`config.mk`:
```
export PLATFORM = sky130hd
export DESIGN_NAME = serial_adder
export DESIGN_NICKNAME = d
export VERILOG_FILES = /design/src/rtl/serial_adder.sv
export SDC_FILE = /design/constraint.sdc
export NUM_CORES = 1
export LEC_CHECK = 0
export BUFFER_PORTS_ARGS = -buffer_cell sky130_fd_sc_hd__buf_2
export CORE_AREA = 2 2 56 80
export DETAILED_ROUTE_END_ITERATION = 6
export DIE_AREA = 0 0 58 82
export PLACE_DENSITY = 0.65
export SKIP_CTS_REPAIR_TIMING = 1
export SLEW_MARGIN = 20
export SYNTH_ARGS = -nofsm -noshare
export SYNTH_HDL_FRONTEND = slang
export SYNTH_SLANG_ARGS = --single-unit
```
`constraint.sdc`:
```
create_clock -name clk -period 5 [get_ports clk]
set_clock_uncertainty 0.1 [all_clocks]
set_input_delay 0 -clock clk [delete_from_list [all_inputs] [get_ports clk]]
set_output_delay 0 -clock clk [all_outputs]
set_load 0.005 [all_outputs]
```
`src/rtl/serial_adder.sv`:
```
`default_nettype none
// ============================================================================
// Module      : serial_adder
// Description : Bit-serial add/subtract, one full-adder cell, LSB first,
//               WIDTH cycles per operation with carry-out and overflow flags.
// Revision    : 1.0 - initial release
// ============================================================================
module serial_adder #(
    parameter int WIDTH = 8
) (
    input  logic             clk,
    input  logic             rst,
    input  logic             start,
    input  logic             mode,
    input  logic [WIDTH-1:0] x,
    input  logic [WIDTH-1:0] y,
    input  logic             cin,
    output logic             busy,
    output logic             done,
    output logic [WIDTH-1:0] res,
    output logic             cout,
    output logic             ovf
);

    localparam int c_CW = $clog2(WIDTH);

    typedef enum logic [1:0] {
        IDLE = 2'd0,
        RUN  = 2'd1,
        DONE = 2'd2
    } state_t;

    state_t           r_state;
    state_t           w_next;
    logic [WIDTH-1:0] r_a;
    logic [WIDTH-1:0] r_b;
    logic             r_carry;
    logic [c_CW-1:0]  r_cnt;
    logic [WIDTH-2:0] r_sum;
    logic [WIDTH-1:0] r_res;
    logic             r_cout;
    logic             r_ovf;

    logic             w_accept;
    logic             w_last;
    logic             w_s;
    logic             w_c;
    logic [WIDTH-1:0] w_shift;

    assign w_accept = start && (r_state != RUN);
    assign w_last   = (r_cnt == c_CW'(WIDTH - 1));
    assign w_s      = r_a[0] ^ r_b[0] ^ r_carry;
    assign w_c      = (r_a[0] & r_b[0]) | (r_a[0] & r_carry) | (r_b[0] & r_carry);
    // New sum bit enters at the MSB; on the final bit this is the full result.
    assign w_shift  = {w_s, r_sum};

    always_ff @(posedge clk) begin
        if (rst) begin
            r_state <= IDLE;
        end else begin
            r_state <= w_next;
        end
    end

    always_comb begin
        w_next = r_state;
        busy   = 1'b0;
        done   = 1'b0;
        case (r_state)
            IDLE: begin
                if (start) w_next = RUN;
            end
            RUN: begin
                busy = 1'b1;
                if (w_last) w_next = DONE;
            end
            DONE: begin
                done = 1'b1;
                // A back-to-back request shows the new operation as busy already.
                busy = start;
                w_next = start ? RUN : IDLE;
            end
            default: w_next = IDLE;
        endcase
    end

    always_ff @(posedge clk) begin
        if (rst) begin
            r_a     <= '0;
            r_b     <= '0;
            r_carry <= 1'b0;
            r_cnt   <= '0;
            r_sum   <= '0;
            r_res   <= '0;
            r_cout  <= 1'b0;
            r_ovf   <= 1'b0;
        end else if (w_accept) begin
            r_a     <= x;
            r_b     <= mode ? ~y : y;
            r_carry <= cin ^ mode;
            r_cnt   <= '0;
        end else if (r_state == RUN) begin
            r_a     <= r_a >> 1;
            r_b     <= r_b >> 1;
            r_carry <= w_c;
            r_cnt   <= r_cnt + c_CW'(1);
            r_sum   <= w_shift[WIDTH-1:1];
            if (w_last) begin
                r_res  <= w_shift;
                r_cout <= w_c;
                r_ovf  <= r_carry ^ w_c;
            end
        end
    end

    assign res  = r_res;
    assign cout = r_cout;
    assign ovf  = r_ovf;

endmodule
`default_nettype wire

```
==> flow_summary.yaml, run 1 <==
pwr:
  peakVddDrop_uv: 220
  switchingPower_uw: 151
  seq_power_share: 0.541
  powerDensity_mw_per_mm2: 303
  p_comb_frac: 0.135
  intPower_uw: 464
  power.share.switching: 0.246
  p_clk_frac: 0.323
  power.leakage_nw: 0.846
floorplan:
  core_mm2: 0.00406
  die_y_um: 82
  die-area_mm2: 0.00476
  pin_count: 33
  initial_utilization: 0.435
  rows: 28
  dieWidth_um: 58
cts:
  cts-htree-levels: 2
  cts.clk_slew.worst_paths_ns: 0.07
  cts_max_path_buffers: 2
  cts_root_buf: "clkbuf_8"
  worstSkewPairLatency_ns: 0.28
  cts_sinks: 39
  cts_buffers: 5
  cts_tree: "built"
detailed_routing:
  post_drt_via_cell_ratio: 5.00
  drt_first_pass_iters: 3
  vias: 1374
  drc: 0
  ant_nets: 0
  wl_per_cell_um: 11.9
  routed_wl_um: 3260
  drt_iter0_drc: 31
synth:
  ys_async_sr_fraction: 0
  yosysWarnings: 0
  synth_area_per_cell_um2: 8.84
  synth-edff-count: 0
  yosys_most_used_dff: "dfxtp_1"
  seq_area_frac_synth: 0.442
  ys_types: 27
  syn-cell-area_mm2: 0.00177
  synthCells: 200
  syn_nets: 229
  synth_seq_cells: 39
global_routing:
  grt_usage: 0.149
  grt_pass1_vias: 1206
  antenna_found_initial: 0
  grt_pass1_wl_um: 5410
  grt_max_degree: 38
  gr-total-overflow: 0
timing:
  hold_viol: 0
  timing.fmax_mhz: 540
  rsz0062_at_grt: "false"
  finalSetupViolCount: 0
  setup_tns_ns: 0
  maxSlewHeadroom: 0.573
  hold_slack_ns: 0.0131
  period_minus_slack_ns: 1.85
  worst_pin_slew_ns: 0.640
  drv_slew: 0
  min_period_over_period: 0.370
worst_setup_path:
  cpMaxStageDelayCell: "or4b_1"
  cp.required_ns: 5.11
  max_stage_delay_ns: 0.50
  r2r_cells: 6
  crit_chain: "inv_1, ha_1, buf_4, nor2b_4, or4b_1, a21oi_1"
  crit_buf_inv: 2
  start_kind: "flip-flop"
  worstPathMaxFanout: 36
  critical_path_depth: 6
  end_kind: "flip-flop"
  arrival_ns: 1.96
  cp_top_family: "simple AND/OR/NAND/NOR gates"
  critPathKind: "flip-flop to flip-flop"
final_layout:
  layout-drive-gt1-share: 0.204
  syn2layout_area_growth_pct: 14.7
  layout_commonest_cell: "nand2_1"
  stdcell_area_mm2: 0.00203
  final_cell_mix: "41 x nand2_1, 39 x dfxtp_1, 32 x buf_2"
  antennaDiodeCount: 0
  instances_no_fill: 275
  fin_nets: 258
place:
  placed_cell_area_mm2: 0.00193
  post-place-cells: 265
  port_buffers: 32
  dp_hpwl_um: 2210
  routabilityCongestion: 0.667
run:
  max-cap-violations: 0
worst_hold_path:
  min_path_type: "input port to flip-flop"
  hold_depth: 4
run_status:
  status: "finished clean"
## power by group through the flow
| stage | clock, mW | sequential [mW] | combinational (mW) |
|---|---|---|---|
| finish | 0.199 | 0.333 | 0.0833 |
| detailed placement | 0 | 0.340 | 0.0834 |
| global route | 0.220 | 0.335 | 0.0944 |
| floorplan | 0 | 0.338 | 0.0675 |
| global placement | 0 | 0.340 | 0.0825 |
| CTS | 0.209 | 0.333 | 0.0839 |
## logic make-up (layout without fill, tap and decap cells)
group / count (synthesis) / in the layout / share of synthesized area
adder cells (fa/ha/maj): 8 / 8 / 0.0609
AND/OR/NAND/NOR: 69 / 69 / 0.162
buffers and inverters: 16 / 46 / 0.0432
XOR/XNOR: 11 / 11 / 0.0545
AO/OA/AOI/OAI: 40 / 40 / 0.137
multiplexers: 17 / 17 / 0.101
flip-flops: 39 / 39 / 0.442
## cells in the mapped netlist (2+ instances only)
cell      count  area [µm²]
nor2_1       21        78.8
mux2i_1      10         100
mux2_2        7        78.8
xnor2_1      11        96.3
inv_1         2        7.51
nand2_1      41         154
buf_1         2        7.51
a211oi_1      2        15.0
a211o_1       8        70.1
buf_2         4        20.0
a21oi_1      27         135
nor2b_1       2        12.5
clkbuf_1      5        18.8
dfxtp_1      39         781
ha_1          7        87.6
## final timing paths
kind,slack [ns],start,endpoint
max,3.15,r_state[1],r_state[0]
min reg2reg,0.35,r_a[1],r_a[0]
max reg2reg,3.15,r_state[1],r_state[0]
min,0.01,y[5],r_b[5]
## stage by stage
| step | util | worst slack, ns | total power [mW] |
|---|---|---|---|
| 3_5_place_dp | 0.474 | 3.13 | 0.424 |
| 6_report | 0.499 | 3.15 | 0.615 |
| 3_3_place_gp | 0.474 | 3.18 | 0.422 |
| 4_1_cts | 0.494 | 3.13 | 0.626 |
| 2_1_floorplan | - | 3.39 | 0.406 |
| 5_1_grt | 0.499 | 2.97 | 0.650 |
## routing by layer
| metal | global-route usage | routed length, µm | vias up |
|---|---|---|---|
| met5 | 0 | 0 | - |
| met3 | 0.0504 | 124 | 2 |
| met1 | 0.170 | 1450 | 629 |
| met4 | 0.0488 | 20 | 0 |
| met2 | 0.260 | 1670 | 19 |
| li1 | - | - | 724 |
## area by class of cell
class / instances / area (µm²)
fill: 436 / 2040
multi-input combinational: 145 / 911
sequential: 39 / 781
timing repair buffer: 35 / 188
clock buffer: 7 / 76.3
tap: 45 / 56.3
inverter: 3 / 11.3
clock inverter: 1 / 5.00
## sequential cells by signal (all words and copies together) (netlist names)
register and cells:
r_cnt 3, ovf 1, res 8, r_state 2
r_carry 1, r_b 8, cout 1, r_a 8
r_sum 7
## worst reg2reg max path, cell delays in order, from the launching register on
cell and delay (ns):
dfxtp_1 0.37, inv_1 0.09, ha_1 0.18, buf_4 0.25, nor2b_4 0.18, or4b_1 0.50, a21oi_1 0.12
No activity file was read; power rests on OpenSTA's default activity.
==> run 2, diff against run 1 <==
Clock period 5 ns to 1.8 ns, I/O delays scaled along.
==> run 2 against run 1 <==
Net effect:
- largest cell class unchanged
- power grew to 2.8 times the previous value
- final cell count rose by 0.36%
- core utilization up 0.62 points
- largest power group unchanged
- critical endpoint is now r_cnt[1]
==> flow_summary.yaml, run 2 (synthesis gave the netlist of run 1 again) <==
worst_hold_path:
  min_path_type: "input port to flip-flop"
worst_setup_path:
  r2r-start: "r_state[0]"
  r2r_cells: 5
  end_kind: "flip-flop"
  worstPathMaxFanout: 35
  cpMaxStageDelayCell: "dfxtp_1"
  max_stage_delay_ns: 0.40
  start_kind: "flip-flop"
  r2r-end: "r_cnt[1]"
  cp.required_ns: 1.92
  critPathKind: "flip-flop to flip-flop"
  crit_start: "r_state[0]"
  crit_chain: "ha_1, buf_12, clkinv_1, a21o_1, nor2_1"
  crit_end: "r_cnt[1]"
  arrival_ns: 1.79
  rrSetupSlack_ns: 0.14
place:
  routabilityCongestion: 0.777
  placed_cell_area_mm2: 0.00195
  post-place-cells: 266
  dp_hpwl_um: 2210
  pre_cts_ws_ns: 0.102
  port_buffers: 32
cts:
  cts_sinks: 39
  cts_tree: "built"
  cts_root_buf: "clkbuf_8"
  cts-htree-levels: 2
  cts_buffers: 5
  cts.clk_slew.worst_paths_ns: 0.08
  cts_max_path_buffers: 2
  worstSkewPairLatency_ns: 0.29
detailed_routing:
  post_drt_via_cell_ratio: 5.10
  vias: 1408
  routed_wl_um: 3260
  ant_nets: 0
  drt_first_pass_iters: 4
  drt_iter0_drc: 50
  drc: 0
  wl_per_cell_um: 11.8
global_routing:
  grt_pass1_wl_um: 5430
  gr-total-overflow: 0
  grt_max_degree: 38
  grt_usage: 0.150
  grt_pass1_vias: 1247
  antenna_found_initial: 0
timing:
  min_period_over_period: 0.924
  maxSlewHeadroom: 0.562
  timing.final.ws_setup_ns: 0.137
  finalSetupViolCount: 0
  period_minus_slack_ns: 1.66
  drv_slew: 0
  worst_pin_slew_ns: 0.657
  hold_viol: 0
  hold_slack_ns: 0.000831
  setup_tns_ns: 0
  rsz0062_at_grt: "false"
  timing.fmax_mhz: 601
final_layout:
  fin_nets: 259
  antennaDiodeCount: 0
  seqCellArea_um2: 781
  layout-drive-gt1-share: 0.216
  utilization: 0.505
  stdcell_area_mm2: 0.00205
  layout_commonest_cell: "nand2_1"
  multi_input_area_um2: 912
  final_cell_mix: "41 x nand2_1, 39 x dfxtp_1, 32 x buf_2"
  fill_cells: 425
  syn2layout_area_growth_pct: 16.1
  instances_no_fill: 276
run:
  max-cap-violations: 0
run_status:
  status: "finished clean"
pwr:
  finalPower_mw: 1.74
  peakVddDrop_uv: 592
  power.leakage_nw: 0.854
  powerDensity_mw_per_mm2: 846
floorplan:
  die_y_um: 82
  core_mm2: 0.00406
  die-area_mm2: 0.00476
  pin_count: 33
  initial_utilization: 0.435
  rows: 28
  dieWidth_um: 58
## run 2: cell count changes in the layout (fill, tap and decap cells not counted), sizes merged
cell | previous run | this run
buf | 33 | 34
clkbuf | 7 | 6
clkinvlp | 0 | 1
## run 2: final cells by class
cell class	instances	share of cell area
Sequential cell	39	0.380
Inverter	3	0.00548
Tap cell	45	0.0274
Clock inverter	2	0.00609
Timing Repair Buffer	36	0.101
Clock buffer	6	0.0353
Multi-Input combinational cell	145	0.444
## run 2: worst min path at each step
stage / depth (start not counted) / start / slack, ns / endpoint
6_report: 4 / x[3] / 0.0008 / r_a[3]
3_3_place_gp: 3 / x[7] / 0.22 / r_a[7]
3_5_place_dp: 3 / x[7] / 0.23 / r_a[7]
5_1_grt: 4 / x[4] / 0.02 / r_a[4]
4_1_cts: 3 / x[7] / -0.07 / r_a[7]
2_1_floorplan: 2 / x[7] / 0.1 / r_a[7]
## run 2: metal layers
layer / global-route usage / vias to the layer above / wire (µm)
li1: - / 728 / -
met3: 0.0394 / 6 / 138
met4: 0.0698 / 0 / 63
met1: 0.168 / 645 / 1470
met2: 0.263 / 29 / 1600
met5: 0 / - / 0
## run 2: power breakdown
part	internal [mW]	switching, mW
clock	0.271	0.302
combinational	0.121	0.118
sequential	0.901	0.0236
total	1.29	0.444
## run 2: worst max-delay path: cells and delay by family (launching register included)
family,cells,cell delay [ns]
simple gates,1,0.11
fa+ha+maj,1,0.24
compound gates,1,0.26
buf+inv,2,0.47
flops,1,0.40
